===== src/rtl/uio_arb_pkg.sv =====
// Shared types and width helpers for the uio pad-bus arbiter.
package uio_arb_pkg;

    typedef enum logic [1:0] {
        ST_IDLE = 2'd0,
        ST_TURN = 2'd1,
        ST_OWN  = 2'd2
    } arb_state_t;

    localparam logic DIR_IN  = 1'b0;
    localparam logic DIR_OUT = 1'b1;

    // Index/counter width that stays legal (>=1 bit) when n collapses to 1.
    function automatic int idx_w(input int n);
        return (n > 1) ? $clog2(n) : 1;
    endfunction

endpackage


===== src/rtl/rr_pick.sv =====
// Combinational round-robin priority encoder: first requester at or after i_ptr wins.
module rr_pick
    import uio_arb_pkg::*;
#(
    parameter int NREQ = 4,
    parameter int IW   = idx_w(NREQ)
) (
    input  logic [NREQ-1:0] i_req,
    input  logic [IW-1:0]   i_ptr,
    output logic [NREQ-1:0] o_win,
    output logic [IW-1:0]   o_idx,
    output logic            o_vld
);

    logic [IW-1:0] w_cand;

    // Walk from the far end back toward i_ptr so the nearest hit overwrites the rest.
    always_comb begin
        o_win  = '0;
        o_idx  = '0;
        o_vld  = 1'b0;
        w_cand = '0;
        for (int k = NREQ - 1; k >= 0; k--) begin
            w_cand = IW'((int'(i_ptr) + k) % NREQ);
            if (i_req[w_cand]) begin
                o_win = NREQ'(1) << w_cand;
                o_idx = w_cand;
                o_vld = 1'b1;
            end
        end
    end

endmodule


===== src/rtl/uio_bus_arbiter.sv =====
// Round-robin owner of the uio pad bus: latched direction, turnaround gap and hold watchdog.
module uio_bus_arbiter
    import uio_arb_pkg::*;
#(
    parameter int         NREQ     = 4,
    parameter int         TURN_CYC = 1,
    parameter int         MAX_HOLD = 16,
    parameter logic [7:0] OE_MASK  = 8'hFF
) (
    input  logic              clk,
    input  logic              rst_n,
    input  logic              ena,
    input  logic [NREQ-1:0]   req,
    input  logic [NREQ-1:0]   dir,
    input  logic [NREQ*8-1:0] wdata,
    output logic [NREQ-1:0]   gnt,
    output logic [7:0]        rdata,
    output logic              rvalid,
    output logic              busy,
    output logic              timeout,
    input  logic [7:0]        uio_in,
    output logic [7:0]        uio_out,
    output logic [7:0]        uio_oe
);

    localparam int            IW        = idx_w(NREQ);
    localparam int            HW        = idx_w(MAX_HOLD);
    localparam logic [HW-1:0] HOLD_LAST = HW'(MAX_HOLD - 1);
    localparam logic [1:0]    TURN_LAST = 2'(TURN_CYC - 1);

    arb_state_t      r_state;
    logic [IW-1:0]   r_ptr;
    logic [IW-1:0]   r_win;
    logic            r_odir;
    logic            r_cur_dir;
    logic [HW-1:0]   r_hold_cnt;
    logic [1:0]      r_turn_cnt;
    logic [NREQ-1:0] r_gnt;
    logic [7:0]      r_rdata;
    logic            r_rvalid;
    logic            r_busy;
    logic            r_timeout;
    logic [7:0]      r_uio_out;
    logic [7:0]      r_uio_oe;

    logic [NREQ-1:0] w_pick_win;
    logic [IW-1:0]   w_pick_idx;
    logic            w_pick_vld;
    logic [IW-1:0]   w_ptr_next;
    logic [7:0]      w_owner_wdata;
    logic            w_owner_req;

    rr_pick #(
        .NREQ (NREQ),
        .IW   (IW)
    ) u_rr_pick (
        .i_req (req),
        .i_ptr (r_ptr),
        .o_win (w_pick_win),
        .o_idx (w_pick_idx),
        .o_vld (w_pick_vld)
    );

    // The just-served owner drops to lowest priority for the next arbitration.
    assign w_ptr_next    = (r_win == IW'(NREQ - 1)) ? '0 : r_win + 1'b1;
    assign w_owner_wdata = wdata[8*r_win +: 8];
    assign w_owner_req   = req[r_win];

    always_ff @(posedge clk or negedge rst_n) begin
        if (!rst_n) begin
            r_state    <= ST_IDLE;
            r_ptr      <= '0;
            r_win      <= '0;
            r_odir     <= DIR_IN;
            r_cur_dir  <= DIR_IN;
            r_hold_cnt <= '0;
            r_turn_cnt <= '0;
            r_gnt      <= '0;
            r_rdata    <= '0;
            r_rvalid   <= 1'b0;
            r_busy     <= 1'b0;
            r_timeout  <= 1'b0;
            r_uio_out  <= '0;
            r_uio_oe   <= '0;
        end else begin
            r_timeout <= 1'b0;
            r_rvalid  <= 1'b0;
            if (!ena) begin
                r_state    <= ST_IDLE;
                r_busy     <= 1'b0;
                r_gnt      <= '0;
                r_uio_oe   <= '0;
                r_cur_dir  <= DIR_IN;
                r_hold_cnt <= '0;
                r_turn_cnt <= '0;
            end else begin
                case (r_state)
                    ST_IDLE: begin
                        if (w_pick_vld) begin
                            r_win  <= w_pick_idx;
                            r_odir <= dir[w_pick_idx];
                            r_busy <= 1'b1;
                            if (dir[w_pick_idx] == r_cur_dir) begin
                                r_state <= ST_OWN;
                                r_gnt   <= w_pick_win;
                            end else begin
                                r_state    <= ST_TURN;
                                r_turn_cnt <= '0;
                                r_uio_oe   <= '0;
                            end
                        end
                    end
                    ST_TURN: begin
                        if (r_turn_cnt == TURN_LAST) begin
                            r_state   <= ST_OWN;
                            r_cur_dir <= r_odir;
                            r_gnt     <= NREQ'(1) << r_win;
                        end else begin
                            r_turn_cnt <= r_turn_cnt + 2'd1;
                        end
                    end
                    ST_OWN: begin
                        if (r_cur_dir == DIR_OUT) begin
                            r_uio_oe  <= OE_MASK;
                            r_uio_out <= w_owner_wdata;
                        end else begin
                            r_uio_oe <= '0;
                            r_rdata  <= uio_in;
                            r_rvalid <= 1'b1;
                        end
                        // A voluntary release takes precedence over the watchdog.
                        if (!w_owner_req || (r_hold_cnt == HOLD_LAST)) begin
                            r_state    <= ST_IDLE;
                            r_busy     <= 1'b0;
                            r_gnt      <= '0;
                            r_ptr      <= w_ptr_next;
                            r_hold_cnt <= '0;
                            r_timeout  <= w_owner_req;
                        end else begin
                            r_hold_cnt <= r_hold_cnt + 1'b1;
                        end
                    end
                    default: begin
                        r_state <= ST_IDLE;
                        r_busy  <= 1'b0;
                        r_gnt   <= '0;
                    end
                endcase
            end
        end
    end

    assign gnt     = r_gnt;
    assign rdata   = r_rdata;
    assign rvalid  = r_rvalid;
    assign busy    = r_busy;
    assign timeout = r_timeout;
    assign uio_out = r_uio_out;
    assign uio_oe  = r_uio_oe;

endmodule


===== config.mk =====
export PLATFORM = sky130hd
export DESIGN_NAME = uio_bus_arbiter
export DESIGN_NICKNAME = d
export VERILOG_FILES = /design/src/rtl/uio_arb_pkg.sv /design/src/rtl/rr_pick.sv /design/src/rtl/uio_bus_arbiter.sv
export SDC_FILE = /design/constraint.sdc
export NUM_CORES = 1
export LEC_CHECK = 0
export CAP_MARGIN = 20
export CORE_UTILIZATION = 48
export CTS_CLUSTER_SIZE = 24
export DETAILED_ROUTE_END_ITERATION = 6
export HOLD_SLACK_MARGIN = 0.02
export PLACE_DENSITY_LB_ADDON = 0.1
export SLEW_MARGIN = 20
export SYNTH_ARGS = -nofsm -noshare
export SYNTH_HDL_FRONTEND = slang
export SYNTH_SLANG_ARGS = --single-unit

===== constraint.sdc =====
create_clock -name clk -period 3.4 [get_ports clk]
set_input_delay 0.68 -clock clk [delete_from_list [all_inputs] [get_ports clk]]
set_output_delay 0.68 -clock clk [all_outputs]
set_load 0.05 [all_outputs]

==> run metrics, run 1 <==
internal power 1.70 mW; endpoint class of the critical path flop; Post CTS Setup Buffer Count 0; PortBufs 81; CTS Buffer Depth 2; Syn Area/Cell 11.1 sq um; GP Congestion 0.815; Die ar. 5990 sq um; DRT Pass-1 Iters 4; clk_lat worst skew 290 ps; CP Class primary input to flop; combinational power share 63.7%; Sw Ratio 44.6%; first-pass GRT wire length 9700 microns; initial antenna violation count 0; ranking of synthesized cells by area dfrtp_1, mux4_2, mux2_2; worst setup margin 288 ps; status finished, final reports clean; count leader, synth dfrtp_1; RSZ-0062 raised after global routing no; root buf cell clkbuf_8; DR vias 2168; Tightest Pin Transition 836 ps; Leak 1.55 nW; grt ovf 0; Starting DRT DRC Count 88; placed cells 389; Filler cells 447; drt via density 5.46; IR drop worst, VDD 0.538 mV; final instance area 3640 sq um; cts repair resizes 0; maximum number of pins on one net before global-route repair 39; Layout Nets 389; Hold Crit Class primary input to asynchronous set/reset pin; pre-CTS setup slack -11.8 ps; Mapped Cells 246; TritonCTS Buffers 5; Synthesized Nets 311; Total GRT Usage 20.8%; CTS tree built; hold buffers post-CTS 0; Pwr Density 840 nW/um^2; Worst slew margin 44.2%; Most used DFF post-synth dfrtp_1; FP Rows 27; Clk pwr share 12.5%; final setup TNS 0 ps; Die Ht 77.4 microns; Max Fanout on Critical Path 11; Num Clock Sinks 38; share of cells above drive strength 1 20.9%; Final setup viols 0; EDFF count, synth 0; Final Max Tran Viols 0; period utilization 91.5%; ys async rst share 100%; fmax 321 MHz; max cap viols 0; Synth Cell Area 2730 sq um; top cell type's share of synthesized area 34.8%; die width 77.4 microns; Seq pwr share 23.8%; synth warn 0; NetSw 1.36 mW; CTS H-tree lvls 2; WL final 5980 microns; Distinct cells, synth 54; Routed WL per cell 15.1 microns; Antenna Cells 0; vias in the first global route 2012; Commonest cells post-synth dfrtp_1, mux2_2, nand2_1; Detail Route Antenna Nets 0; minimum clock period 3110 ps; Worst EP required 3570 ps; final hold violation count 0; I/O Pins 82; Post-DP Area 3530 sq um; Arr. time, crit path 3280 ps; DRC 0; worst clock skew 8.60 ps; flops & latches, synth 38; placed wire-length estimate 4610 microns; Layout area overhead 33.5%; cell taking the most area after synthesis dfrtp_1; Worst Setup Start Kind primary input; Starting Density 49.6%; Finished Layout Cells 397; CTS clk-pin slew, worst paths 80 ps; core area 5510 sq um; sequential area share after synthesis 34.8%
==> critical path: stages <==
cell and delay, ps:
clkdlybuf4s50_1 560, mux4_2 550, and2b_2 240, nor2_1 140
nor4_1 60, or3b_1 380, o2bb2ai_2 320, mux2_4 340
==> sequential cells by signal (all words and copies together) (netlist names) <==
| signal | flops |
|---|---|
| r_turn_cnt | 2 |
| rdata | 8 |
| r_win | 2 |
| rvalid | 1 |
| busy | 1 |
| r_odir | 1 |
| timeout | 1 |
| r_state | 2 |
| r_cur_dir | 1 |
| gnt | 4 |
| r_ptr | 2 |
| uio_out | 8 |
| r_hold_cnt | 4 |
| uio_oe | 1 |
==> placed cells by master (no fill, tap or decap), types with 11 or more instances in the layout <==
master | synthesis | final
clkdlybuf4s50_1 | 0 | 80
dfrtp_1 | 38 | 38
nand2_1 | 17 | 17
mux2_2 | 17 | 17
nor2_1 | 16 | 16
a21oi_1 | 14 | 14
ha_1 | 14 | 14
o21ai_0 | 12 | 12
mux4_2 | 11 | 11
==> power by group through the flow <==
stage	clock network, mW	registers [mW]	logic, mW
after detailed placement	0	0.738	1.94
after CTS	0.395	0.731	1.95
final	0.383	0.728	1.95
after global routing	0.413	0.750	2.08
after global placement	0	0.732	1.92
after floorplan	0	1.08	1.11
==> path summary, 6_finish.rpt <==
kind,from,end,slack (ps),cells after the start
worst max-delay path,req[2],gnt[2]$_DFFE_PN0P_,290,8
worst min-delay path,rst_n,r_hold_cnt[0]$_DFFE_PN0P_,480,1
worst max register to register,r_ptr[0]$_DFFE_PN0P_,gnt[2]$_DFFE_PN0P_,590,9
worst min register to register,uio_out[2]$_DFFE_PN0P_,uio_out[2]$_DFFE_PN0P_,510,1
max in group asynchronous,rst_n,r_win[0]$_DFFE_PN0P_,2380,1
min in group clk,uio_out[2]$_DFFE_PN0P_,uio_out[2]$_DFFE_PN0P_,510,1
==> per-layer routing <==
layer	global-route usage [%]	vias up	part of all wire, %
met5	0	-	0
met3	4.12	4	3.1
met4	5.09	0	0.50
met2	35.1	51	52
li1	-	1055	-
met1	27.4	1058	44
==> metrics by stage <==
step / util (%) / power [mW] / hold slack (ps)
after global routing: 66.2 / 3.25 / 530
final: 66.2 / 3.06 / 481
after global placement: 64.1 / 2.65 / 487
after CTS: 66.2 / 3.08 / 509
after floorplan: - / 2.19 / 384
after detailed placement: 64.1 / 2.68 / 485
==> cell families (layout without fill, tap and decap cells) <==
kind of cell,count (synthesis),count (layout),synth area share [%]
AOI/OAI and AO/OA,56,56,14.4
xor gates and xnor gates,2,2,0.642
adders and majority gates,14,14,6.42
buffers and inverters,30,109,7.61
DFF,38,38,34.8
muxes,40,40,22.6
and+or+nand+nor,66,66,13.5
==> layout make-up <==
class,count,area [sq um],share of cell area [%]
Tap cell,72,90.1,2.47
Clock inverter,3,45.0,1.24
Sequential cell,38,951,26.1
Clock buffer,5,68.8,1.89
Inverter,10,37.5,1.03
Multi-Input combinational cell,178,1570,43.1
Timing Repair Buffer,91,881,24.2
No activity file was read; power rests on OpenSTA's default activity.
==> inputs of run 2 (changes only) <==
--- a/config.mk
+++ b/config.mk
@@ -6,11 +6,13 @@
 export NUM_CORES = 1
 export LEC_CHECK = 0
 export CAP_MARGIN = 20
-export CORE_UTILIZATION = 48
+export CORE_UTILIZATION = 55
 export CTS_CLUSTER_SIZE = 24
 export DETAILED_ROUTE_END_ITERATION = 6
+export DONT_BUFFER_PORTS = 1
+export GPL_TIMING_DRIVEN = 0
 export HOLD_SLACK_MARGIN = 0.02
-export PLACE_DENSITY_LB_ADDON = 0.1
+export PLACE_DENSITY_LB_ADDON = 0.3
 export SLEW_MARGIN = 20
 export SYNTH_ARGS = -nofsm -noshare
 export SYNTH_HDL_FRONTEND = slang
==> run 2 against run 1 <==
  * Via count down 9.5%
  * Fmax fell by 4.2%
  * Register-to-register slack lost 440 ps
  * Power shrank 11%
  * Clock-buffer cell count grew 1
  * Non-clock buffer count shrank 71
  * Combinational power is 33% lower
  * First-iteration DRC count fell by 13%
  * Setup slack lost 140 ps
  * Critical endpoint is now gnt[3]$_DFFE_PN0P_
==> run metrics, run 2 (synthesized netlist as in run 1, its figures left out) <==
GP Congestion 0.862; CTS H-tree lvls 2; Detail Route Antenna Nets 0; Post-DP Area 2810 sq um; max cap viols 0; first-pass GRT wire length 7940 microns; most common cell after layout, fill and taps aside dfrtp_1; Pwr Density 937 nW/um^2; Die Ht 72.4 microns; vias in the first global route 1756; Crit path largest cell delay 510 ps; Tightest Pin Transition 717 ps; endpoint class of the critical path flop; initial antenna violation count 0; status finished, final reports clean; IR drop worst, VDD 0.488 mV; die width 72.4 microns; I/O Pins 82; Die ar. 5250 sq um; PortBufs 0; Worst R2R Path Depth 10; most frequent cells in the layout dfrtp_1, nand2_1, mux2_2; placed wire-length estimate 3960 microns; Post CTS Setup Buffer Count 0; CP startpoint r_ptr[0]$_DFFE_PN0P_; Arr. time, crit path 3420 ps; Starting DRT DRC Count 77; final instance area 2910 sq um; Worst Setup Start Kind flop; Final Util 61.2%; worst r2r src r_ptr[0]$_DFFE_PN0P_; Final Max Tran Viols 0; minimum clock period 3250 ps; Hold Crit Class primary input to asynchronous set/reset pin; Worst slew margin 52.0%; TritonCTS Buffers 5; FP Rows 25; Routed WL per cell 15.9 microns; DRT Pass-1 Iters 4; clk_lat worst skew 280 ps; CP max-delay cell dfrtp_1; Final setup viols 0; Worst EP required 3570 ps; WL final 5100 microns; CTS tree built; drt via density 6.11; cells along the critical path buf_6 > inv_1 > ha_1 > mux4_2 > and2b_2 > nor2_1 > nor4_1 > or3b_1 > o2bb2ai_2 > mux2_4; CTS clk-pin slew, worst paths 70 ps; CTS Buffer Depth 2; final setup TNS 0 ps; worst clock skew 5.96 ps; cts repair resizes 0; worst setup margin 151 ps; Num Clock Sinks 38; RSZ-0062 raised after global routing no; final hold violation count 0; hold buffers post-CTS 0; root buf cell clkbuf_8; grt ovf 0; Leak 1.29 nW; Antenna Cells 0; fmax 308 MHz; Layout area overhead 6.56%; period utilization 95.6%; DRC 0; Final Total Pwr 2.73 mW; Starting Density 57.4%; share of cells above drive strength 1 29.1%; Max Fanout on Critical Path 10; DR vias 1962; core area 4750 sq um; Layout Nets 318; maximum number of pins on one net before global-route repair 39; Total GRT Usage 19.7%; CP Class flop to flop; pre-CTS setup slack 180 ps
[run 2: final timing paths]
check                      slack (ps)                   endpoint
max                               150         gnt[3]$_DFFE_PN0P_
max reg2reg                       150         gnt[3]$_DFFE_PN0P_
max in group asynchronous        3230       rdata[3]$_DFFE_PN0P_
min reg2reg                       490         r_odir$_DFFE_PN0P_
min                                80  r_turn_cnt[0]$_DFFE_PN0P_
min in group clk                  490         r_odir$_DFFE_PN0P_
[run 2: critical path, delay by kind of cell (launching register included)]
family                     cells  cell delay, ps
AOI/OAI and AO/OA              1             350
adders and majority gates      1             390
buffers and inverters          2             320
DFF                            1             510
muxes                          2             700
and+or+nand+nor                4             840
[run 2: area by class of cell]
| type | count | area, sq um |
|---|---|---|
| Fill cell | 397 | 1850 |
| Multi-Input combinational cell | 178 | 1570 |
| Buffer | 20 | 170 |
| Inverter | 10 | 37.5 |
| Clock buffer | 6 | 82.6 |
| Sequential cell | 38 | 951 |
| Tap cell | 67 | 83.8 |
| Clock inverter | 2 | 12.5 |
[run 2: power by group]
group          internal, mW  total, mW  switching [mW]
combinational         0.665       1.30           0.639
clock                 0.163      0.314           0.151
sequential            0.598       1.11           0.510
[run 2: routing by layer]
layer | GRT usage, % | up-vias | routed length (microns)
met5 | 0 | - | 0
met4 | 4.79 | 0 | 34
met3 | 4.72 | 5 | 312
met2 | 32.8 | 78 | 2490
met1 | 25.8 | 960 | 2260
li1 | - | 919 | -
[run 2: stage by stage]
stage / cells / hold WS (ps)
final: 321 / 84.9
after global placement: 313 / 386
after global routing: 321 / 60.6
after floorplan: 246 / 384
after CTS: 321 / 77.1
after detailed placement: 313 / 386
==> inputs of run 3 (changes only) <==
--- a/config.mk
+++ b/config.mk
@@ -6,7 +6,7 @@
 export NUM_CORES = 1
 export LEC_CHECK = 0
 export CAP_MARGIN = 20
-export CORE_UTILIZATION = 55
+export CORE_UTILIZATION = 50
 export CTS_CLUSTER_SIZE = 24
 export DETAILED_ROUTE_END_ITERATION = 6
 export DONT_BUFFER_PORTS = 1
==> constraint.sdc (replaced) <==
create_clock -name clk -period 4.1 [get_ports clk]
set_input_delay 0.82 -clock clk [delete_from_list [all_inputs] [get_ports clk]]
set_output_delay 0.82 -clock clk [all_outputs]
set_load 0.05 [all_outputs]
==> run 3 against run 2 <==
  * Setup slack gained 700 ps
  * Global-route usage shrank 0.55 points
  * Die area grew 9.7%
  * Routed wire length grew 5.7%
  * First-iteration DRC count grew 16%
  * Register-to-register slack gained 700 ps
  * Sequential power shrank 17%
  * Fmax is essentially flat
  * Critical path depth is the same
  * Flip-flop and latch count is the same
  * Critical endpoint is now gnt[0]$_DFFE_PN0P_
  * Largest power group unchanged
==> run metrics, run 3 (synthesized netlist as in run 1, its figures left out) <==
TritonCTS Buffers 5; pre-CTS setup slack 870 ps; period utilization 79.2%; CTS H-tree lvls 2; Starting Density 52.8%; GP Congestion 0.923; final hold violation count 0; cts repair resizes 0; Post CTS Setup Buffer Count 0; Worst EP required 4270 ps; Final Max Tran Viols 0; CTS Buffer Depth 2; maximum number of pins on one net before global-route repair 39; Tightest Pin Transition 713 ps; die width 75.9 microns; placed wire-length estimate 4170 microns; clk_lat worst skew 290 ps; drt via density 5.94; Max Fanout on Critical Path 10; IR drop worst, VDD 0.399 mV; hold buffers post-CTS 0; WL final 5390 microns; Die ar. 5760 sq um; Worst Setup Start Kind flop; Final Util 57.1%; Pwr Density 810 nW/um^2; I/O Pins 82; Finished Layout Cells 324; worst setup margin 854 ps; Antenna Cells 0; PortBufs 0; Arr. time, crit path 3420 ps; Num Clock Sinks 38; final setup TNS 0 ps; initial antenna violation count 0; share of cells above drive strength 1 29.1%; placed cells 316; most frequent cells in the layout dfrtp_1, nand2_1, mux2_2; Hold Crit Class primary input to asynchronous set/reset pin; DR vias 1925; minimum clock period 3250 ps; DRT Pass-1 Iters 5; Layout Nets 318; Layout area overhead 8.25%; endpoint class of the critical path flop; Starting DRT DRC Count 89; Post-DP Area 2820 sq um; Leak 1.32 nW; Routed WL per cell 16.6 microns; RSZ-0062 raised after global routing no; most common cell after layout, fill and taps aside dfrtp_1; DRC 0; core area 5170 sq um; root buf cell clkbuf_8; Final setup viols 0; Worst slew margin 52.3%; Total GRT Usage 19.1%; max cap viols 0; first-pass GRT wire length 8250 microns; CP Class flop to flop; Die Ht 75.9 microns; worst clock skew 9.90 ps; CTS clk-pin slew, worst paths 80 ps; grt ovf 0; fmax 308 MHz; FP Rows 26; Detail Route Antenna Nets 0; vias in the first global route 1728; final instance area 2950 sq um; status finished, final reports clean; CTS tree built; Filler cells 441
## run 3: worst paths after layout
| kind | start | end | slack [ps] | cells past startpoint |
|---|---|---|---|---|
| worst max-delay path | r_ptr[0]$_DFFE_PN0P_ | gnt[0]$_DFFE_PN0P_ | 850 | 10 |
| worst min-delay path | rst_n | rdata[0]$_DFFE_PN0P_ | 220 | 0 |
| worst max register to register | r_ptr[0]$_DFFE_PN0P_ | gnt[0]$_DFFE_PN0P_ | 850 | 10 |
| worst min register to register | r_odir$_DFFE_PN0P_ | r_odir$_DFFE_PN0P_ | 490 | 2 |
| max in group asynchronous | rst_n | r_ptr[0]$_DFFE_PN0P_ | 3800 | 0 |
| min in group clk | r_odir$_DFFE_PN0P_ | r_odir$_DFFE_PN0P_ | 490 | 2 |
## run 3: cell type report
cell class,count,area (sq um),area share (%)
Inverter,10,37.5,1.27
Clock buffer,5,68.8,2.33
Sequential cell,38,951,32.2
Clock inverter,3,68.8,2.33
Buffer,20,170,5.76
Multi-Input combinational cell,178,1570,53.2
Tap cell,70,87.6,2.96
## run 3: stage by stage
stage               hold slack, ps  power, mW
floorplan                      450       1.82
global placement               470       1.99
detailed placement             473       2.01
CTS                            210       2.39
global route                   194       2.54
finish                         218       2.39
## run 3: power breakdown
group	switching (mW)	internal, mW
combinational	0.546	0.552
sequential	0.421	0.496
clock	0.133	0.244
total	1.10	1.29
## run 3: routing by layer
layer  GRT usage [%]  vias up  routed length [microns]
li1                -      915                        -
met3            4.37        4                      242
met4            4.53        0                       57
met5               0        -                        0
met2            30.9       63                     2630
met1            26.1      943                     2460
## run 3: critical path, stage by stage (launching register included)
cell       delay [ps]
dfrtp_1           510
buf_6             200
inv_1             130
ha_1              390
mux4_2            370
and2b_2           250
nor2_1            150
nor4_1             60
or3b_1            380
o2bb2ai_2         360
mux2_4            340
